[config.mk]
export PLATFORM = sky130hd
export DESIGN_NAME = ste_microwire
export DESIGN_NICKNAME = d
export VERILOG_FILES = /design/src/rtl/ste_microwire.sv
export SDC_FILE = /design/constraint.sdc
export NUM_CORES = 1
export LEC_CHECK = 0
export ABC_CLOCK_PERIOD_IN_PS = 2400
export BUFFER_PORTS_ARGS = -buffer_cell sky130_fd_sc_hd__buf_2
export CORE_ASPECT_RATIO = 1.25
export CORE_MARGIN = 2
export CORE_UTILIZATION = 50
export DETAILED_ROUTE_END_ITERATION = 10
export GPL_TIMING_DRIVEN = 1
export PLACE_DENSITY_LB_ADDON = 0.12
export SLEW_MARGIN = 40
export SYNTH_ARGS = -nofsm -noshare
export SYNTH_HDL_FRONTEND = slang
export SYNTH_SLANG_ARGS = --single-unit
export TNS_END_PERCENT = 1
[constraint.sdc]
create_clock -name clk -period 2.4 [get_ports clk]
set_input_delay 0.48 -clock clk [delete_from_list [all_inputs] [get_ports clk]]
set_output_delay 0.48 -clock clk [all_outputs]
set_load 0.03 [all_outputs]
[src/rtl/ste_microwire.sv]
// -----------------------------------------------------------------------------
// ste_microwire
//   STE Microwire interface controller with LMC1992 command decoder.
//   The CPU writes the Microwire data and mask registers through the DMA-sound
//   register window. A data write starts a 16-slot serial transfer. During the
//   transfer both registers rotate left once per slot. Data bits under a set
//   mask bit are collected into an 11-bit receive register. At the end of the
//   transfer a valid LMC1992 command updates the tone and volume settings.
//
// Ports:
//   clk        system clock (32 MHz)
//   reset_n    asynchronous active-low reset
//   clk_8_en   8 MHz clock enable, one clk wide
//   din        CPU write data
//   addr       CPU word address [5:1] within the DMA-sound window
//   sel        DMA-sound window select
//   uds, lds   active-low byte strobes (upper / lower)
//   rw         1 = read, 0 = write
//   dout       read data, 0 when the block is not addressed
//   busy       a serial transfer is in progress
//   master_vol 0..40 (40 = 0 dB)
//   left_vol   0..20 (20 = 0 dB)
//   right_vol  0..20 (20 = 0 dB)
//   bass       0..12 (6 = flat)
//   treble     0..12 (6 = flat)
//   mix        LMC1992 mix code
// -----------------------------------------------------------------------------
module ste_microwire #(
  parameter int BIT_TICKS = 8
) (
  input  logic        clk,
  input  logic        reset_n,
  input  logic        clk_8_en,
  input  logic [15:0] din,
  input  logic [4:0]  addr,
  input  logic        sel,
  input  logic        uds,
  input  logic        lds,
  input  logic        rw,
  output logic [15:0] dout,
  output logic        busy,
  output logic [5:0]  master_vol,
  output logic [4:0]  left_vol,
  output logic [4:0]  right_vol,
  output logic [3:0]  bass,
  output logic [3:0]  treble,
  output logic [1:0]  mix
);

  localparam logic [4:0] ADDR_DATA = 5'h11;
  localparam logic [4:0] ADDR_MASK = 5'h12;
  localparam int         TW        = (BIT_TICKS > 1) ? $clog2(BIT_TICKS) : 1;
  localparam logic [TW-1:0] TICK_LAST = TW'(BIT_TICKS - 1);

  typedef enum logic {
    IDLE,
    SHIFT
  } state_t;

  state_t        state, state_nxt;
  logic [15:0]   data_reg, mask_reg;
  logic [TW-1:0] tick;
  logic [3:0]    slot;
  logic [10:0]   rx, rx_nxt;
  logic [3:0]    rx_cnt, rx_cnt_nxt;

  logic          wr_cond, wr_prev, wr_pulse;
  logic          data_wr, mask_wr, start;
  logic          slot_end, last_slot;

  logic          cmd_ok;
  logic [2:0]    func;
  logic [5:0]    value;

  // ---------------------------------------------------------------------------
  // CPU bus decode. A write acts only on the first cycle of its strobe.
  // ---------------------------------------------------------------------------
  assign wr_cond  = sel & ~rw & (~uds | ~lds);
  assign wr_pulse = wr_cond & ~wr_prev;
  assign data_wr  = wr_pulse & (addr == ADDR_DATA);
  assign mask_wr  = wr_pulse & (addr == ADDR_MASK);
  assign start    = data_wr & (state == IDLE);

  assign busy      = (state == SHIFT);
  assign slot_end  = busy & clk_8_en & (tick == TICK_LAST);
  assign last_slot = slot_end & (slot == 4'd15);

  // Byte-lane merge of CPU write data into an existing register value.
  function automatic logic [15:0] merge_bytes(input logic [15:0] old_val,
                                              input logic [15:0] new_val,
                                              input logic        u_n,
                                              input logic        l_n);
    merge_bytes = {u_n ? old_val[15:8] : new_val[15:8],
                   l_n ? old_val[7:0]  : new_val[7:0]};
  endfunction

  always_comb begin
    dout = 16'h0000;
    if (sel & rw) begin
      if (addr == ADDR_DATA)      dout = data_reg;
      else if (addr == ADDR_MASK) dout = mask_reg;
    end
  end

  // ---------------------------------------------------------------------------
  // Transfer FSM
  // ---------------------------------------------------------------------------
  always_ff @(posedge clk or negedge reset_n) begin
    // NOTE: sequential state uses non-blocking assignments so every register
    // samples the pre-edge values regardless of statement order.
    if (!reset_n) state <= IDLE;
    else          state <= state_nxt;
  end

  always_comb begin
    // NOTE: default assigned first so no path leaves state_nxt unassigned,
    // which would otherwise infer a latch.
    state_nxt = state;
    unique case (state)
      IDLE:  if (start)     state_nxt = SHIFT;
      SHIFT: if (last_slot) state_nxt = IDLE;
      default:              state_nxt = IDLE;
    endcase
  end

  // ---------------------------------------------------------------------------
  // Registers, counters and serial receive
  // ---------------------------------------------------------------------------
  // Receive value including the bit captured at this slot end, so the final
  // slot's bit is visible to the decoder on the same edge.
  always_comb begin
    rx_nxt     = rx;
    rx_cnt_nxt = rx_cnt;
    if (slot_end && mask_reg[15]) begin
      rx_nxt     = {rx[9:0], data_reg[15]};
      rx_cnt_nxt = (rx_cnt == 4'd11) ? 4'd11 : rx_cnt + 4'd1;
    end
  end

  always_ff @(posedge clk or negedge reset_n) begin
    if (!reset_n) begin
      wr_prev  <= 1'b0;
      data_reg <= 16'h0000;
      mask_reg <= 16'h0000;
      tick     <= '0;
      slot     <= 4'd0;
      rx       <= 11'd0;
      rx_cnt   <= 4'd0;
    end else begin
      wr_prev <= wr_cond;
      if (start) begin
        data_reg <= merge_bytes(data_reg, din, uds, lds);
        tick     <= '0;
        slot     <= 4'd0;
        rx       <= 11'd0;
        rx_cnt   <= 4'd0;
      end else if (mask_wr && !busy) begin
        mask_reg <= merge_bytes(mask_reg, din, uds, lds);
      end else if (busy && clk_8_en) begin
        if (tick == TICK_LAST) begin
          tick     <= '0;
          slot     <= slot + 4'd1;
          rx       <= rx_nxt;
          rx_cnt   <= rx_cnt_nxt;
          // 16 rotations restore both registers to their written values.
          data_reg <= {data_reg[14:0], data_reg[15]};
          mask_reg <= {mask_reg[14:0], mask_reg[15]};
        end else begin
          tick <= tick + TW'(1);
        end
      end
    end
  end

  // ---------------------------------------------------------------------------
  // LMC1992 command decode: 2-bit address 10, 3-bit function, 6-bit value.
  // ---------------------------------------------------------------------------
  assign cmd_ok = (rx_cnt_nxt == 4'd11) && (rx_nxt[10:9] == 2'b10);
  assign func   = rx_nxt[8:6];
  assign value  = rx_nxt[5:0];

  always_ff @(posedge clk or negedge reset_n) begin
    if (!reset_n) begin
      master_vol <= 6'd40;
      left_vol   <= 5'd20;
      right_vol  <= 5'd20;
      bass       <= 4'd6;
      treble     <= 4'd6;
      mix        <= 2'b01;
    end else if (last_slot && cmd_ok) begin
      case (func)
        3'b000: if (value[1:0] != 2'b11) mix <= value[1:0];
        3'b001: bass       <= (value[3:0] > 4'd12) ? 4'd12 : value[3:0];
        3'b010: treble     <= (value[3:0] > 4'd12) ? 4'd12 : value[3:0];
        3'b011: master_vol <= (value > 6'd40) ? 6'd40 : value;
        3'b100: right_vol  <= (value[4:0] > 5'd20) ? 5'd20 : value[4:0];
        3'b101: left_vol   <= (value[4:0] > 5'd20) ? 5'd20 : value[4:0];
        default: ;
      endcase
    end
  end

endmodule

### Yosys cells after proc, flatten, opt, wreduce, memory -nomap -nowiden

Cells that the tools add are included.
W data, S select, Z words.

* add/subtract/negate cells: 3
* order comparisons: 3
* equality and inequality tests: 18
* mux-type cells: 37
* bitwise operators: 17
* reductions and logical operators: 23

Operators with widths (count)
* $mux W16: 10
* $mux W11: 5
* $mux W4: 11
* $mux W8: 2
* $reduce_and A4 Y1: 4
* $eq A4 B4 Y1 const B: 3
* $mux W3: 4
* $ne A2 B2 Y1 const B: 6
* $reduce_and A2 Y1: 6
* $and A1 B1 Y1: 10
* $eq A5 B5 Y1 const B: 2
* $eq A3 B3 Y1 const B: 3
* $add A4 B1 Y4 const B: 2
* $reduce_bool A2 Y1: 4
* $eq A3 B2 Y1 const B: 2
* $gt A6 B6 Y1 const B: 1
* $mux W6: 1
* $not A1 Y1: 6
* $reduce_and A3 Y1: 2
* $gt A5 B5 Y1 const B: 1
* $logic_and A1 B1 Y1: 5
* $mux W5: 1
* $gt A4 B4 Y1 const B: 1
* $add A3 B1 Y3 const B: 1
* 7 further kinds: 8

* register bits after elaboration: 82
* input port bits: 28
* output and inout port bits: 43
* word-level logic and storage cells: 117

### Logic depth before layout (Yosys ltp)

* depth after elaboration: 8
* mapped depth: 9
* depth with buffers taken out: 7

### Worst setup path after synthesis

OpenSTA, ideal clock, no wires.

* path type: in2out
* from: input addr[3]
* to: output dout[10]
* arrival time: 2.115 ns
* required time: 1.920 ns
* slack: -0.195 ns
* cell stages on the path: 6
* buffers on the path: 2
* cells stage by stage: or3b_1 > nor3b_1 > buf_2 > buf_1 > a22oi_1 > nor2_1

* longest elaborated chain between the ends: 4
* elaborated cells between the ends (all ways): 5
* classes of those cells: eq/ne: 2; mux: 3

Ends and longest elaborated chain
* start, declared: RTL line 35 `input logic [4:0] addr,`
* $eq A5 B5 Y1: RTL line 101 `else if (addr == ADDR_MASK) dout = mask_reg;`
* $mux W16: RTL line 101
* $mux W16 (*): RTL line 100 `if (addr == ADDR_DATA) dout = data_reg;`
* $mux W16 (*): RTL line 99 `if (sel & rw) begin`
* end, declared: RTL line 40 `output logic [15:0] dout,`

Mark *: on every way between the ends. The rest lies on a longest branch, timed or not.

### Final worst setup path

* from: input addr[3]
* to: output dout[1]

The elaborated chain is that of the path after synthesis.

==> impl_results.md <==
- Area Overhead vs Synth: 19.9%
- Fraction of layout cells with a size suffix above 1: 36.1%
- Unique cell type count in the Yosys netlist: just under 60
- Relative max-transition margin: around three fifths
- CTS Buffer Depth: 2
- Chip height: 106 um
- # placed instances: 581
- Cell accounting for the most synthesized area: sky130_fd_sc_hd__dfrtp_1
- Crit-path most repeated cell: sky130_fd_sc_hd__buf_2
- Most used DFF post-synth: sky130_fd_sc_hd__dfrtp_1
- Number of slew-limit violations in the final report: 0
- GRT overflow: 0
- Area of the mapped netlist: 4150 sq um
- Port Buf Inserts: 70
- Initial core utilization: 51.0%
- Portion of the clock cycle consumed by the worst path in the final layout: 96.7%
- Reg-to-reg critical path startpoint: tick[0]
- Number of standard-cell rows in the floorplan: 37
- Number of global-route vias before repair: 3418
- Series of cell instances along the critical path: buf_2 > or3b_1 > nor3b_2 > buf_4 > a22oi_1 > nor2_1 > buf_2
- Clock latency on the worst-skew pair: 0.37 ns
- Result of the run: finished clean
- Register area share after synthesis: 49.7%
- Final min period: 2.32 ns
- I/O pin count: 71
- PD cells: 588 nW/um^2
- Number of sinks driven by the clock tree: 82
- Initial antenna violation count: 0
- Critical path peak fanout: 12
- Highest ir drop seen on vdd: 393 uV
- Detailed-route vias per instance: 5.82
- Routed wire per std cell: 16.2 um
- Most crowded layer after global routing: met2
- Horizontal die dimension: 85.5 um
- Worst Tran Pin Value: 0.575 ns
- # fillers: 710
- Root buffer selected by CTS: sky130_fd_sc_hd__clkbuf_8
- Worst Setup End Kind: output pin
- Post-Place Worst Slack: 0.0392 ns
- Max-Cap Viols: 0
- Sequential cell fraction of total power: 56.5%
- Fmax: 431 MHz
- Net count reported at finish: around 530
- Worst path max stage delay: 0.41 ns
- Cell-internal power: 2.08 mW
- Post-synth EDFFs: 0
- Register-to-Register Path Depth: 8
- Hold Vio Cnt, Final: 0
- Met1 usage in global routing: 28.4%
- Die area: 9060 sq um
- Wire length of the first global-routing pass: between 15000 and 20000 um
- Number of violations reported at the end of detailed-routing iteration 0: 117
- TritonCTS buffer count: 9
- Final cell count without fillers: 598
- Leading cell types by total area after synthesis: sky130_fd_sc_hd__dfrtp_1, sky130_fd_sc_hd__dfstp_2, sky130_fd_sc_hd__nor2_1
- Largest net degree at the start of global routing: 46
- Final Routed Wirelength: 9710 um
- Mapped Cells: 412
- CTS H-tree lvls: 3
- Setup Crit Path Kind: in -> out
- Number of diodes: 0
- Class of the tightest hold or removal check: in -> async
- Worst endpoint data arrival time: around 1.8 ns
- R2R setup slack: 0.08 ns
- Overall track demand over capacity in global routing: 22.7%
- Clock-pin slew of the registers on the worst-case setup and hold paths: 0.08 ns
- Worst endpoint required time: ~1.9 ns
- CP Launch Type: primary input
- Vias post-DR: around 3500
- Detailed-route DRC error count: 0
- Mapped Avg Cell Area: 10.1 sq um
- Critical-path cell with the highest stage delay: sky130_fd_sc_hd__or3b_1
- Total number of yosys warnings: 0
- TritonCTS clock tree: built
- Power share of the clock group: 31.7%
- PnR worst setup slack: around 0.08 ns
- Setup skew after layout: 0.0141 ns
- HPWL after detailed placement: 6920 um
- Met3 track utilization from global routing: 2.56%
- Net Sw Frac: 29.1%
- Post-synthesis async set-or-reset flop share: 100%
- Leak: 2.38 nW
- Number of search-and-repair iterations in the first detailed-routing pass: 4
- Net switching power of the design: 0.850 mW
- Final weighted congestion in routability-driven placement: 0.817
- Placeable core region: 8150 sq um
- Synthesized net count: 444
- Met2 capacity usage during global routing: 38.6%
- Register bit count reported by yosys: slightly above 80
- Fraction of synthesized cell area taken by the top area cell type: 42.8%
- Post-CTS Hold Fix Bufs: 0
- Final count of negative-setup-slack endpoints: 0
- Detail Route Antenna Nets: 0
- Share of total power in combinational logic: 11.7%
- Worst reg2reg endpoint: master_vol[2]
## worst max-delay path: cells and delay by family
| family | cells | cell delay, ns |
|---|---|---|
| AOI/OAI and AO/OA | 1 | 0.11 |
| buffers and inverters | 3 | 0.51 |
| and+or+nand+nor | 3 | 0.73 |
## cells in the mapped netlist (2+ instances only)
master                     count
sky130_fd_sc_hd__ha_1          4
sky130_fd_sc_hd__nor2_1       60
sky130_fd_sc_hd__nand4_1       3
sky130_fd_sc_hd__a21boi_0      2
sky130_fd_sc_hd__mux2_4        5
sky130_fd_sc_hd__a22oi_1      16
sky130_fd_sc_hd__and2_1        4
sky130_fd_sc_hd__o21a_1        9
sky130_fd_sc_hd__o21ai_0      14
sky130_fd_sc_hd__and4b_1       2
sky130_fd_sc_hd__inv_1         8
sky130_fd_sc_hd__dfstp_2      11
sky130_fd_sc_hd__a211oi_1      2
sky130_fd_sc_hd__and3_1        2
sky130_fd_sc_hd__clkbuf_1     10
sky130_fd_sc_hd__a22o_1        5
sky130_fd_sc_hd__a31oi_1       3
sky130_fd_sc_hd__nand2_1      35
sky130_fd_sc_hd__mux2i_1       5
sky130_fd_sc_hd__nand2b_1     13
sky130_fd_sc_hd__dfrtp_1      71
sky130_fd_sc_hd__buf_2         6
sky130_fd_sc_hd__o22a_1        8
sky130_fd_sc_hd__buf_1         5
sky130_fd_sc_hd__o221a_2       8
sky130_fd_sc_hd__mux2_2       16
sky130_fd_sc_hd__nor3b_1       2
sky130_fd_sc_hd__nand3_1      11
sky130_fd_sc_hd__xor2_1        2
sky130_fd_sc_hd__a21oi_1      15
sky130_fd_sc_hd__buf_6         2
sky130_fd_sc_hd__o22ai_1      21
sky130_fd_sc_hd__a31o_2        2
sky130_fd_sc_hd__nor2b_1       2
sky130_fd_sc_hd__o21ai_1       3
sky130_fd_sc_hd__nor3_1        2
## per-layer routing
metal | routed length, um | share of wire [%] | vias up
met5 | 0 | 0 | -
met4 | 302 | 3.1 | 0
met3 | 360 | 3.7 | 19
met2 | 4940 | 51 | 96
met1 | 4110 | 42 | 1691
li1 | - | - | 1674
## cells by family (layout without fill, tap and decap cells)
family                     after synthesis  after routing  share of synthesized area [%]
DFF                                     82             82                           49.7
AOI/OAI and AO/OA                      123            123                           21.9
adders and majority gates                4              4                           1.20
buffers and inverters                   32            121                           3.52
and+or+nand+nor                        143            143                           15.9
xor gates and xnor gates                 2              2                          0.422
muxes                                   26             26                           7.35
## power by group through the flow
| stage | registers (mW) | clock network [mW] | logic (mW) |
|---|---|---|---|
| after global placement | 1.68 | 0 | 0.331 |
| after floorplan | 1.64 | 0 | 0.229 |
| final | 1.66 | 0.929 | 0.343 |
| after detailed placement | 1.68 | 0 | 0.344 |
| after global routing | 1.68 | 0.998 | 0.391 |
| after CTS | 1.65 | 0.950 | 0.342 |
## cell usage in the layout (no fill, tap or decap), drive strengths merged, types with 3 or more instances in the layout
| master | n |
|---|---|
| ha | 4 |
| mux2 | 21 |
| dfrtp | 71 |
| a31oi | 3 |
| and2 | 4 |
| dfstp | 11 |
| nand3 | 11 |
| o221a | 8 |
| clkbuf | 9 |
| nor2 | 60 |
| nand2 | 35 |
| mux2i | 5 |
| a22o | 5 |
| o21ai | 18 |
| a22oi | 16 |
| o22ai | 21 |
| o21a | 9 |
| inv | 11 |
| buf | 97 |
| o22a | 8 |
| nand4 | 3 |
| a21oi | 16 |
| nand2b | 13 |
## stage by stage
stage	TNS, ns	hold WS (ns)	util, %	cell area [sq um]	total power, mW
final	0	0.108	61.1	4980	2.93
after global routing	-0.0364	0.158	61.1	4980	3.06
after CTS	0	0.124	60.7	4940	2.95
after detailed placement	0	0.451	58.5	4770	2.02
after global placement	0	0.459	58.5	4770	2.01
after floorplan	0	0.184	-	4180	1.87
## worst max path at each step
stage,cells after the start,start,slack [ns],end
3_5_place_dp,7,tick[0],0.04,treble[0]
3_3_place_gp,7,addr[3],0.11,dout[15]
6_report,7,addr[3],0.08,dout[1]
4_1_cts,7,tick[0],0.03,treble[0]
2_1_floorplan,6,addr[3],0.04,dout[10]
5_1_grt,8,tick[0],-0.01,master_vol[0]
## what timing repair did
action	in CTS	in global routing
hold endpoints to repair	0	0
buffers inserted	0	1
resized for setup	0	9
endpoints found under the setup margin	0	21
## layout make-up
| type | instances | area [sq um] | area share, % |
|---|---|---|---|
| inverters | 8 | 30.0 | 0.603 |
| clock buffers | 9 | 124 | 2.49 |
| repair buffers | 97 | 581 | 11.7 |
| well taps | 97 | 121 | 2.44 |
| flip-flops and latches | 82 | 2070 | 41.5 |
| clock inverters | 7 | 51.3 | 1.03 |
| multi-input cells | 298 | 2010 | 40.3 |
Power figures use the tool's default switching activity.
